File: src/rtl/cache_mem_arbiter.sv
// Shares one SRAM-like memory port between the I-cache and D-cache paths.
// One outstanding transaction; the owner is locked from grant until its data_ok.
module cache_mem_arbiter #(
  parameter int RR_MODE  = 0,
  parameter int MAX_WAIT = 4
) (
  input  logic        clk,
  input  logic        rst,
  input  logic        i_req,
  input  logic        i_wr,
  input  logic [1:0]  i_size,
  input  logic [31:0] i_addr,
  input  logic [31:0] i_wdata,
  output logic [31:0] i_rdata,
  output logic        i_addr_ok,
  output logic        i_data_ok,
  input  logic        d_req,
  input  logic        d_wr,
  input  logic [1:0]  d_size,
  input  logic [31:0] d_addr,
  input  logic [31:0] d_wdata,
  output logic [31:0] d_rdata,
  output logic        d_addr_ok,
  output logic        d_data_ok,
  output logic        mem_req,
  output logic        mem_wr,
  output logic [1:0]  mem_size,
  output logic [31:0] mem_addr,
  output logic [31:0] mem_wdata,
  input  logic [31:0] mem_rdata,
  input  logic        mem_addr_ok,
  input  logic        mem_data_ok,
  output logic [1:0]  dbg_state
);

  typedef enum logic [1:0] {
    IDLE = 2'd0,
    ADDR = 2'd1,
    DATA = 2'd2
  } state_t;

  localparam logic SRC_I = 1'b0;
  localparam logic SRC_D = 1'b1;
  localparam logic [3:0] MAX_WAIT_L = 4'(MAX_WAIT);

  // Handshake: a requester holds req (and its fields) until its addr_ok;
  // addr_ok means the bridge took the address this cycle, data_ok ends the
  // transaction. Both ok strobes only ever go to the current grantee.
  state_t     state;
  logic       owner;
  logic       last;
  logic [3:0] starve_cnt;

  logic any_req;
  logic sel;
  logic grantee;
  logic addr_acc;
  logic data_acc;

  always_comb begin
    any_req = i_req | d_req;
    sel     = d_req ? SRC_D : SRC_I;
    if (i_req && d_req) begin
      if (RR_MODE != 0) sel = ~last;
      else              sel = (starve_cnt >= MAX_WAIT_L) ? SRC_I : SRC_D;
    end
    // In IDLE the grant is zero-latency; afterwards it is locked to owner.
    grantee = (state == IDLE) ? sel : owner;

    mem_req   = !rst && (((state == IDLE) && any_req) || (state == ADDR));
    mem_wr    = (grantee == SRC_D) ? d_wr    : i_wr;
    mem_size  = (grantee == SRC_D) ? d_size  : i_size;
    mem_addr  = (grantee == SRC_D) ? d_addr  : i_addr;
    mem_wdata = (grantee == SRC_D) ? d_wdata : i_wdata;

    addr_acc = mem_req && mem_addr_ok;
    // A stray data_ok with no accepted address is dropped here.
    data_acc = !rst && mem_data_ok && ((state == DATA) || addr_acc);

    i_addr_ok = addr_acc && (grantee == SRC_I);
    d_addr_ok = addr_acc && (grantee == SRC_D);
    i_data_ok = data_acc && (grantee == SRC_I);
    d_data_ok = data_acc && (grantee == SRC_D);

    i_rdata   = mem_rdata;
    d_rdata   = mem_rdata;
    dbg_state = state;
  end

  always_ff @(posedge clk) begin
    if (rst) begin
      state      <= IDLE;
      owner      <= SRC_I;
      last       <= SRC_I;
      starve_cnt <= 4'd0;
    end else begin
      case (state)
        IDLE: begin
          if (any_req) begin
            if (!mem_addr_ok) begin
              owner <= sel;
              state <= ADDR;
            end else if (!mem_data_ok) begin
              owner <= sel;
              state <= DATA;
            end
          end
        end
        ADDR: begin
          if (mem_addr_ok) state <= mem_data_ok ? IDLE : DATA;
        end
        DATA: begin
          if (mem_data_ok) state <= IDLE;
        end
        default: state <= IDLE;
      endcase

      // Starvation counts D grants taken while I was left waiting.
      if (addr_acc) begin
        last <= grantee;
        if ((grantee == SRC_I) || !i_req) starve_cnt <= 4'd0;
        else if (starve_cnt != 4'hf)      starve_cnt <= starve_cnt + 4'd1;
      end
    end
  end

endmodule
File: config.mk
export PLATFORM = sky130hd
export DESIGN_NAME = cache_mem_arbiter
export DESIGN_NICKNAME = d
export VERILOG_FILES = /design/src/rtl/cache_mem_arbiter.sv
export SDC_FILE = /design/constraint.sdc
export NUM_CORES = 1
export LEC_CHECK = 0
export BUFFER_PORTS_ARGS = -buffer_cell sky130_fd_sc_hd__buf_4
export CORE_AREA = 2 2 120 122
export CTS_CLUSTER_DIAMETER = 120
export DETAILED_ROUTE_END_ITERATION = 16
export DIE_AREA = 0 0 122 124
export GPL_TIMING_DRIVEN = 0
export PLACE_DENSITY = 0.48
export SLEW_MARGIN = 0
export SYNTH_ARGS = -nofsm -noshare
export SYNTH_HDL_FRONTEND = slang
export SYNTH_SLANG_ARGS = --single-unit
File: constraint.sdc
create_clock -name clk -period 3.1 [get_ports clk]
set_input_delay 0.31 -clock clk [delete_from_list [all_inputs] [get_ports clk]]
set_output_delay 0.31 -clock clk [all_outputs]
set_load 0.02 [all_outputs]
## Word-level counts from Yosys, hierarchy flattened

Index checks and enable logic that the tools add are counted.

| operators by class | value |
|---|---|
| add/subtract/negate cells | 1 |
| order comparisons | 1 |
| equality and inequality tests | 8 |
| muxes and demuxes | 19 |
| bitwise operators | 2 |
| reduce and logical (&&, ||, !) cells | 20 |

Operators with widths:

| cell | count |
|---|---|
| 2-to-1 mux 32 bit | 2 |
| 2-to-1 mux 2 bit | 7 |
| logical AND 1 bit | 10 |
| 2-to-1 mux 4 bit | 2 |
| inequality test 2 bit (second input constant) | 4 |
| 2-to-1 mux 1 bit | 7 |
| one-hot mux 2 bit (3 select lines) | 1 |
| adder 4 x 1 -> 4 bit (second input constant) | 1 |
| >= comparator 4 x 3 -> 1 bit (second input constant) | 1 |
| inequality test 4 bit (second input constant) | 1 |
| AND reduction 4 bit | 1 |
| logical OR 1 bit | 3 |
| inequality test 3 bit (second input constant) | 1 |
| AND reduction 3 bit | 1 |
| equality test 2 x 1 -> 1 bit (second input constant) | 1 |
| equality test 2 bit (second input constant) | 1 |
| zero test 1 bit | 2 |
| zero test 2 bit | 1 |
| AND reduction 2 bit | 1 |
| nonzero test 2 bit | 1 |
| inverter 1 bit | 1 |
| OR 1 bit | 1 |

| word-level totals | value |
|---|---|
| flip-flop bits (word level) | 7 |
| bits of input ports | 172 |
| output and inout port bits | 138 |
| word-level logic and storage cells | 54 |

## Depth between registers and ports, before layout

| depth | value |
|---|---|
| depth after elaboration | 8 |
| mapped depth | 7 |
| depth with buffers taken out | 5 |

## Worst setup path after synthesis

Ideal clock, no wire load.

| timing | value |
|---|---|
| path type | reg2out |
| start | register state[1], in the netlist dbg_state[1] |
| end | output port mem_addr[0] |
| arrival time | 1.502 ns |
| required time | 2.790 ns |
| path slack | 1.288 ns |
| stages on the path, launching flop included | 6 |
| buffers on the path | 2 |
| path through | dfxtp_1 > nor2_2 > a31o_4 > buf_12 > buf_12 > mux2_4 |

| on the way | value |
|---|---|
| cells in the longest elaborated chain, start to end | 3 |

Ends and longest elaborated chain:

| element | RTL line | text |
|---|---|---|
| from (decl) | 49 | `state_t state;` |
| from (signal assigned) | 110 | `if (mem_addr_ok) state <= mem_data_ok ? IDLE : DATA;` |
| zero test 2 bit | 68 | `grantee = (state == IDLE) ? sel : owner;` |
| 2-to-1 mux 1 bit | 68 |  |
| 2-to-1 mux 32 bit | 73 | `mem_addr = (grantee == SRC_D) ? d_addr : i_addr;` |
| to (decl) | 28 | `output logic [31:0] mem_addr,` |

Every way passes these cells.

## Worst setup path after layout

| timing | value |
|---|---|
| start | register state[1], in the netlist dbg_state[1] |
| end | output port mem_wdata[25] |

| on the way | value |
|---|---|
| cells in the longest elaborated chain, start to end | 3 |

Ends and longest elaborated chain:

| element | RTL line | text |
|---|---|---|
| zero test 2 bit | 68 |  |
| 2-to-1 mux 1 bit | 68 |  |
| 2-to-1 mux 32 bit | 74 | `mem_wdata = (grantee == SRC_D) ? d_wdata : i_wdata;` |
| to (decl) | 29 | `output logic [31:0] mem_wdata,` |

Every way passes these cells.

==> summary.md <==
| Metric | Value |
|---|---|
| Met1 Use GR | about an eighth |
| Max Cap Viol | 0 |
| Crit start category | register |
| Critical path endpoint category | output pin |
| Buf/Inv on CP | 3 |
| Final clock period utilization by the worst path | a little over two thirds |
| Routed wire per std cell | between 10 and 15 µm |
| Critical path cell sequence | o21a_1, a31o_4, buf_12, buf_8, mux2_4, buf_4 |
| # IOs | 310 |
| FILL cells | ~1400 |
| Slew @ Worst Pin | ~440 ps |
| Crit path kind | register to output pin |
| Detailed Route Iter0 Violations | 53 |
| Pins Over Slew Limit | 0 |
| Global Route Usage Sum | between 10% and 20% |
| Post-synth EDFFs | 0 |
| Non-Filler Instances | roughly 650 |
| Top Usage Layer GRT | met2 |
| Synth cell types | 37 |
| IO buf count | between 200 and 300 |
| Worst Path Max Fanout | 10 |
| Initial Utilization | ~15% |
| Crit path DAT | between 1500 and 2000 ps |
| Peak VDD IR | approximately 0.25 mV |
| Yosys warning count | 0 |
| Post-synth ARST share | 0% |
| Cell Rows | between 40 and 50 |
| Setup tns final | 0 ps |
| Vias post-DR | between 2000 and 2500 |
| Leakage | ~0.0024 µW |
| Fin Hold WS | around 250 ps |
| Fmax achieved | roughly 460 MHz |
| Routed WL | around 9500 µm |
| Antenna cell count | 0 |
| Crit path max-delay family | compound AO/OA/AOI/OAI gates |
| Proportion of layout cells with a drive suffix above 1 | 89.7% |
| Initial antenna violation count | 0 |
| Post-synthesis cell count | 194 |
| Largest net degree at the start of global routing | 11 |
| Top_reg_cell synth | dfxtp_1 |
| Nets | roughly 650 |
| WP data required | between 2000 and 3000 ps |
| Chip Width | around 120 µm |
| Die ar. | ~0.015 mm² |
| Status | complete, no violations |
| Post_cts resized | 0 |
| Hold violation count in the final report | 0 |
| FF+latch count, synth | 7 |
| Setup-failing EPs final | 0 |
| Slew HR | 70.7% |
| Met3 usage | under 10% |
| CP max stage delay | approximately 370 ps |
| Hold_buf cts | 0 |
| DRC violations left | 0 |
| Worst-skew pair later-pin latency | ~230 ps |
| Tightest Hold Check Type | input pin to register |
| Synth top cells by count | buf_4 (65), mux2_4 (65), buf_12 (7), dfxtp_1 (7), nor2_1 (7) |
| # placed instances | 650 |
| RSZ-0062 raised after global routing | false |
| TritonCTS clock tree | built |
| CTS buffer count | 3 |
| Seq/Total Area, Yosys | 6.70% |
| Root Driver | clkbuf_16 |
| Die H | 124 µm |
| P&R area growth vs syn | 114% |
| GRT overflow | 0 |
| Vias in the first global route | 2322 |
| Cell at the slowest stage of the critical path | dfxtp_1 |
| CORE AREA | between 0.01 and 0.015 mm² |
| Total power | roughly 1200 µW |
| DP Wirelength | 8460 µm |
| Cell Area, Synth | between 0.002 and 0.0025 mm² |
| Area leader, netlist | mux2_4 |
| DR vias/cell | 3.67 |
| H-tree levels | 1 |
| Routed Antenna Nets | 0 |
| Mapped Nets | ~370 |
| Clock Skew | ~0.80 ps |
| Final min period | ~2200 ps |
| First-pass detailed-route iteration total | 4 |
| Clock sink total | 7 |
| Routing usage on met2 | roughly 20% |
| Synth area leaders | mux2_4 (47%), buf_4 (23%), buf_12 (6.7%) |
| GPL Wtd Cong | ~0.8 |
| Final core utilization | about a third |
| Clk buf depth | 2 |
| PD cells | 274 mW/mm² |
| Area fraction of the dominant cell type after synthesis | 46.7% |
| Synth Area per Inst | around 11 µm² |
| Worst-path clk slew | approximately 40 ps |
| Post-CTS setup repair buffer count | 0 |
| First-pass GRT wire length | ~13000 µm |
layout make-up:
| class | instances | area, µm² | share of cell area [%] |
|---|---|---|---|
| buffer | 74 | 647 | 14.5 |
| clock buffer | 4 | 78.8 | 1.76 |
| inverter | 1 | 3.75 | 0.0840 |
| multi-input combinational | 112 | 1300 | 29.1 |
| sequential | 7 | 140 | 3.14 |
| tap | 180 | 225 | 5.04 |
| timing repair buffer | 276 | 2070 | 46.4 |
through the flow:
stage	instance area [µm²]	setup slack, ps
final	4470	936
after global routing	4470	850
after CTS	4470	908
after detailed placement	4390	1170
after global placement	4390	1180
after floorplan	2090	1290
kinds of logic (layout without fill, tap and decap cells):
logic type                 count (synthesis)  count (layout)  share of synthesized area, %
and+or+nand+nor                           27              27                          6.88
muxes                                     67              67                          47.8
buffers and inverters                     75             355                          31.1
DFF                                        7               7                          6.70
adders and majority gates                  1               1                         0.598
AOI/OAI and AO/OA                         17              17                          6.94
worst paths after layout:
path,startpoint,to,slack [ps],cells after the start
worst min-delay path,mem_data_ok,dbg_state[1],250,2
worst min register to register,owner,owner,490,2
worst max register to register,dbg_state[1],starve_cnt[2],1570,6
worst max-delay path,dbg_state[1],mem_wdata[25],940,6
routing by layer:
layer | vias to the layer above | routed length [µm]
li1 | 1185 | -
met4 | 0 | 105
met2 | 113 | 5080
met3 | 9 | 787
met1 | 1091 | 3560
met5 | - | 0
layout by cell type (no fill, tap or decap), types with 2 or more instances in the layout:
cell type / instances
mux2_4: 65
buf_12: 7
nor2_1: 7
a211oi_2: 2
buf_4: 341
clkbuf_1: 2
nand2_1: 3
clkbuf_16: 3
nor3_1: 2
dfxtp_1: 7
nand2b_1: 2
mux2_2: 2
a21oi_1: 2
nand3b_1: 2
nand4_1: 3
nand3_1: 2
report_power, final:
group / switching (µW) / total [µW] / leakage (µW) / internal [µW]
Clock: 50.8 / 222 / 0.0000382 / 171
Sequential: 4.36 / 98.1 / 0.0000570 / 93.8
Combinational: 384 / 903 / 0.00232 / 520
Total: 439 / 1220 / 0.00242 / 785
sequential cells by signal, indices dropped and copies added (netlist names):
register	cells
dbg_state	2
owner	1
starve_cnt	4
Power figures use the tool's default switching activity.
